### src/rtl/if_stage.sv
// Instruction-fetch stage: PC register, imem request/ack handshake and instruction register.
// Optional IF_STAGE_TIMEOUT_EN adds an ack-timeout counter that drops the stage into ERR.
module if_stage #(
   parameter int unsigned     XLEN     = 32,
   parameter logic [XLEN-1:0] RESET_PC = '0,
   parameter int unsigned     TIMEOUT  = 15
) (
   input  logic            clk,
   input  logic            rst_n,
   input  logic            fetch_req,
   input  logic            pc_update,
   input  logic            pc_src,
   input  logic [XLEN-1:0] branch_target,
   output logic            imem_req,
   output logic [XLEN-1:0] imem_addr,
   input  logic            imem_ack,
   input  logic [31:0]     imem_rdata,
   output logic [31:0]     instr,
   output logic [6:0]      opcode,
   output logic            instr_valid,
   output logic [XLEN-1:0] pc,
   output logic [XLEN-1:0] pc_plus4,
   output logic            fetch_err
);

   localparam logic [31:0] NOP = 32'h0000_0013;

   if (TIMEOUT < 1 || TIMEOUT > 255 || RESET_PC[1:0] != 2'b00) begin : g_param_check
      $error("if_stage: TIMEOUT must be 1..255 and RESET_PC word aligned");
   end

   typedef enum logic [1:0] {S_IDLE, S_REQ, S_DONE, S_ERR} state_t;

   state_t            state;
   logic              pend_valid;
   logic              pend_src;
   logic [XLEN-1:0]   pend_target;
`ifdef IF_STAGE_TIMEOUT_EN
   logic [7:0]        cnt;
`endif

   logic              upd_c;
   logic              upd_src_c;
   logic              upd_bad_c;
   logic [XLEN-1:0]   upd_target_c;
   logic [XLEN-1:0]   pc_next_c;

   assign pc_plus4  = pc + XLEN'(4);
   assign imem_addr = pc;
   assign opcode    = instr[6:0];

   // A live pc_update pulse supersedes one deferred from the REQ phase.
   always_comb begin
      upd_c        = pc_update | pend_valid;
      upd_src_c    = pc_update ? pc_src : pend_src;
      upd_target_c = pc_update ? branch_target : pend_target;
      upd_bad_c    = upd_c && upd_src_c && (upd_target_c[1:0] != 2'b00);
      pc_next_c    = upd_src_c ? upd_target_c : pc_plus4;
   end

   always_ff @(posedge clk or negedge rst_n) begin
      if (!rst_n) begin
         state       <= S_IDLE;
         pc          <= RESET_PC;
         instr       <= NOP;
         instr_valid <= 1'b0;
         imem_req    <= 1'b0;
         fetch_err   <= 1'b0;
         pend_valid  <= 1'b0;
         pend_src    <= 1'b0;
         pend_target <= '0;
`ifdef IF_STAGE_TIMEOUT_EN
         cnt         <= '0;
`endif
      end else begin
         case (state)
            S_IDLE, S_DONE: begin
               pend_valid <= 1'b0;
               if (upd_bad_c) begin
                  state       <= S_ERR;
                  fetch_err   <= 1'b1;
                  instr       <= NOP;
                  instr_valid <= 1'b0;
               end else begin
                  if (upd_c) begin
                     pc          <= pc_next_c;
                     instr_valid <= 1'b0;
                  end
                  // imem_addr follows pc, so a same-edge update is seen by this fetch
                  if (fetch_req) begin
                     state       <= S_REQ;
                     imem_req    <= 1'b1;
                     instr_valid <= 1'b0;
`ifdef IF_STAGE_TIMEOUT_EN
                     cnt         <= '0;
`endif
                  end
               end
            end
            S_REQ: begin
               if (pc_update) begin
                  pend_valid  <= 1'b1;
                  pend_src    <= pc_src;
                  pend_target <= branch_target;
               end
               if (imem_ack) begin
                  instr       <= imem_rdata;
                  instr_valid <= 1'b1;
                  imem_req    <= 1'b0;
                  state       <= S_DONE;
               end else begin
`ifdef IF_STAGE_TIMEOUT_EN
                  if (cnt + 8'd1 == 8'(TIMEOUT)) begin
                     state     <= S_ERR;
                     imem_req  <= 1'b0;
                     fetch_err <= 1'b1;
                     instr     <= NOP;
                  end
                  cnt <= cnt + 8'd1;
`endif
               end
            end
            S_ERR: begin
               pend_valid <= 1'b0;
            end
            default: begin
               state <= S_ERR;
            end
         endcase
      end
   end

endmodule

### config.mk
export PLATFORM = sky130hd
export DESIGN_NAME = if_stage
export DESIGN_NICKNAME = d
export VERILOG_FILES = /design/src/rtl/if_stage.sv
export SDC_FILE = /design/constraint.sdc
export NUM_CORES = 1
export LEC_CHECK = 0
export BUFFER_PORTS_ARGS = -buffer_cell sky130_fd_sc_hd__clkbuf_2
export CAP_MARGIN = 15
export CORE_MARGIN = 4
export CORE_UTILIZATION = 38
export CTS_CLUSTER_DIAMETER = 100
export DETAILED_ROUTE_END_ITERATION = 12
export MAX_ROUTING_LAYER = met4
export PLACE_DENSITY_LB_ADDON = 0.08
export SETUP_SLACK_MARGIN = 0.5
export SLEW_MARGIN = 20
export SYNTH_ARGS = -nofsm -noshare
export SYNTH_HDL_FRONTEND = slang
export SYNTH_SLANG_ARGS = --single-unit
### constraint.sdc
create_clock -name clk -period 2.5 [get_ports clk]
set_input_delay 0 -clock clk [delete_from_list [all_inputs] [get_ports clk]]
set_output_delay 0 -clock clk [all_outputs]
set_load 0.02 [all_outputs]
==> results.cfg <==
[status]
run_status = completed

[layout]
area_growth_pct = 46.26
final_layout_size_suffix_gt1_frac = 0.4371
finalNetCount = 940
instances_no_fill = 1054
final_util = 0.5781
antenna_cells = 0

[clock_network]
cts_buffers = 9
h-tree-depth = 3
clkSinkCount = 103
cts_root_buf = clkbuf_16
cts_tree = done
clk_pin_slew_ps = 80
clockBufferDepth = 2
clock_latency_ps = 350

[synth]
yosysSeqAreaShare = 0.4633
yosysUniqueCellTypes = 48
synthCells = 595
synth_edf_count = 0
avgSynthCellArea_um2 = 9.364
synth_area_leader_cell = dfrtp_1
ys_ff_latch = 103
synth_top_area_share = 0.4491
synth_fp_nets = 666
syn-cell-area_mm2 = 0.005572
synthFlopType = dfrtp_1
yosysWarnings = 0
yosys-top-cells-area = dfrtp_1 45%, nand2_1 7.5%, buf_4 5.8%
yosysMostFrequentCell = nand2_1
async_flop_share = 1.000
ys_top_cells_by_count = 111 x nand2_1, 100 x dfrtp_1, 62 x o21ai_0

[floorplanning]
ios = 208
die_y_um = 129.1
dieArea_mm2 = 0.01666
core-area_mm2 = 0.01410
initial_core_util = 0.3953
rows = 43
fp.dieW_um = 129.1

[global_routing]
use_met2 = 0.3500
grt_pass1_wl_mm = 26.59
top_usage_layer = met2
grt_pass1_vias = 5199
grt_remaining_overflow = 0
grt_max_degree = 65
antenna_found_initial = 0
met1_usage = 0.2575
grt_usage = 0.2079
grt_util_met3 = 0.03256

[pwr]
peakVddDrop_mv = 0.3314
power_density_mw_per_mm2 = 636.5
p_leak_nw = 4.108

[timing]
slew_headroom = 0.3430
finalHoldViolations = 0
holdWs_ps = 0.3464
fmax_ghz = 0.4825
min_period_over_period = 0.8291
final.setup.tns_ps = 0
setup_viol = 0
layout_min_cycle_time_ps = 2073
rsz0062_at_grt = true
worst_slew_pin_slew_ps = 985.4
skew_ps = 9.993
slew_violations = 0

[place]
dp_cells = 927
hpwlAfterDp_mm = 11.93
gp_congestion = 0.8679
numPortBuffers = 207

[setup_path]
critPathMaxFanout = 5
rr_worst_depth = 7
crit_required_ps = 2500
rrSetupSlack_ps = 610
crit_end = pc_plus4[31]
crit_type = flip-flop to output pin
start_kind = flip-flop
endpoint_kind = output pin
arrival_ps = 2070
reg2reg_to = imem_addr[21]$_DFFE_PN0P_
r2r_start = imem_addr[14]$_DFFE_PN0P_
crit_start = imem_addr[14]$_DFFE_PN0P_

[detailed_routing]
drcViolationCount = 0
final_antenna_net_count = 0
wl_per_cell_um = 16.18
drtPass1Iterations = 5
drt-vias-per-instance = 5.062
first_iter_violations = 303
routed_wl_mm = 17.06
vias = 5335

[flow_run]
maxCapViolations = 0

[hold_path]
hold_class = input port to flip-flop
## cells by family (layout without fill, tap and decap cells)
kind of cell / Yosys count / count (layout) / synth area share
AND/OR/NAND/NOR: 203 / 203 / 0.1680
multiplexers: 49 / 49 / 0.09275
buffers and inverters: 89 / 368 / 0.09072
adder cells (fa/ha/maj): 1 / 1 / 0.002245
flip-flops: 103 / 103 / 0.4633
XOR/XNOR: 28 / 28 / 0.04401
AO/OA/AOI/OAI: 122 / 122 / 0.1390
## layout make-up
class | count | area (um2)
multi-input cells | 403 | 2730
well taps | 180 | 225.2
flip-flops and latches | 103 | 2608
inverters | 14 | 52.55
fillers | 1248 | 5947
clock buffers | 10 | 229.0
clock inverters | 6 | 67.56
repair buffers | 338 | 2237
## worst max-delay path: stages (launching register included)
cell and delay, ps:
dfrtp_2 430, nand4_4 150, nor4_4 360, and3_4 280, and2b_2 180, xor2_2 130
clkbuf_4 180
## what timing repair did
item / in CTS / in global routing
hold buffers: 61 / 0
setup endpoints to repair: 19 / 35
setup buffers: 22 / 28
endpoints found under the hold margin: 109 / 0
pin swaps: 11 / 18
resized for setup: 29 / 54
## report_power, final
| part | leakage (nW) | total (mW) | switching, mW | internal (mW) |
|---|---|---|---|---|
| Combinational | 2.67 | 1.56 | 0.888 | 0.671 |
| Clock | 0.139 | 1.44 | 0.653 | 0.783 |
| Sequential | 1.29 | 2.19 | 0.241 | 1.95 |
## flip-flops by register name (all words and copies together) (netlist names)
register	cells
fetch_err	1
imem_req	1
pend_valid	1
pend_target	32
pend_src	1
instr	32
instr_valid	1
state	2
imem_addr	32
## through the flow
step	cell area, um2	total power [mW]	setup WS (ps)
after floorplan	5622	3.129	461.8
after global placement	6599	3.522	520.1
after detailed placement	6599	3.545	459.5
after CTS	7764	5.160	381.7
after global routing	8149	5.466	333.7
final	8149	5.187	427.3
## worst min path at each step
stage,startpoint,end,slack [ps],cells after the start
finish,branch_target[20],pend_target[20]$_DFFE_PN0N_,0.3,3
CTS,branch_target[20],pend_target[20]$_DFFE_PN0N_,1,3
detailed placement,rst_n,pend_target[11]$_DFFE_PN0N_,70,1
floorplan,rst_n,fetch_err$_DFFE_PN0P_,-300,0
global route,branch_target[2],pend_target[2]$_DFFE_PN0N_,20,3
global placement,rst_n,pend_target[11]$_DFFE_PN0N_,80,1
## cell usage in the layout (no fill, tap or decap), types with 3 or more instances in the layout
cell | Yosys | layout
o21ai_0 | 62 | 60
xnor2_2 | 0 | 6
inv_1 | 14 | 14
xnor2_1 | 18 | 11
nand3_1 | 22 | 15
a21o_1 | 3 | 3
o32a_1 | 10 | 10
a221o_1 | 4 | 4
dfrtp_1 | 100 | 79
nand4_1 | 9 | 9
mux2_2 | 21 | 21
o22ai_1 | 4 | 4
nor2_1 | 32 | 28
buf_4 | 43 | 76
nand2_4 | 0 | 4
dlygate4sd3_1 | 0 | 61
nand3_2 | 0 | 6
clkbuf_2 | 1 | 193
mux2i_1 | 28 | 28
o221ai_1 | 6 | 6
o221a_2 | 3 | 3
nand2_1 | 111 | 106
a21oi_1 | 17 | 17
clkbuf_16 | 0 | 9
nor3_1 | 12 | 6
buf_6 | 0 | 6
and2_1 | 3 | 3
dfstp_2 | 3 | 3
dfrtp_2 | 0 | 21
nor3_2 | 0 | 5
xor2_1 | 10 | 9
## layer usage
layer	part of all wire	vias up
met5	0	-
li1	-	2581
met1	0.44	2563
met3	0.054	19
met2	0.49	172
met4	0.016	0
Note: power is estimated with default switching activity, not from simulation.
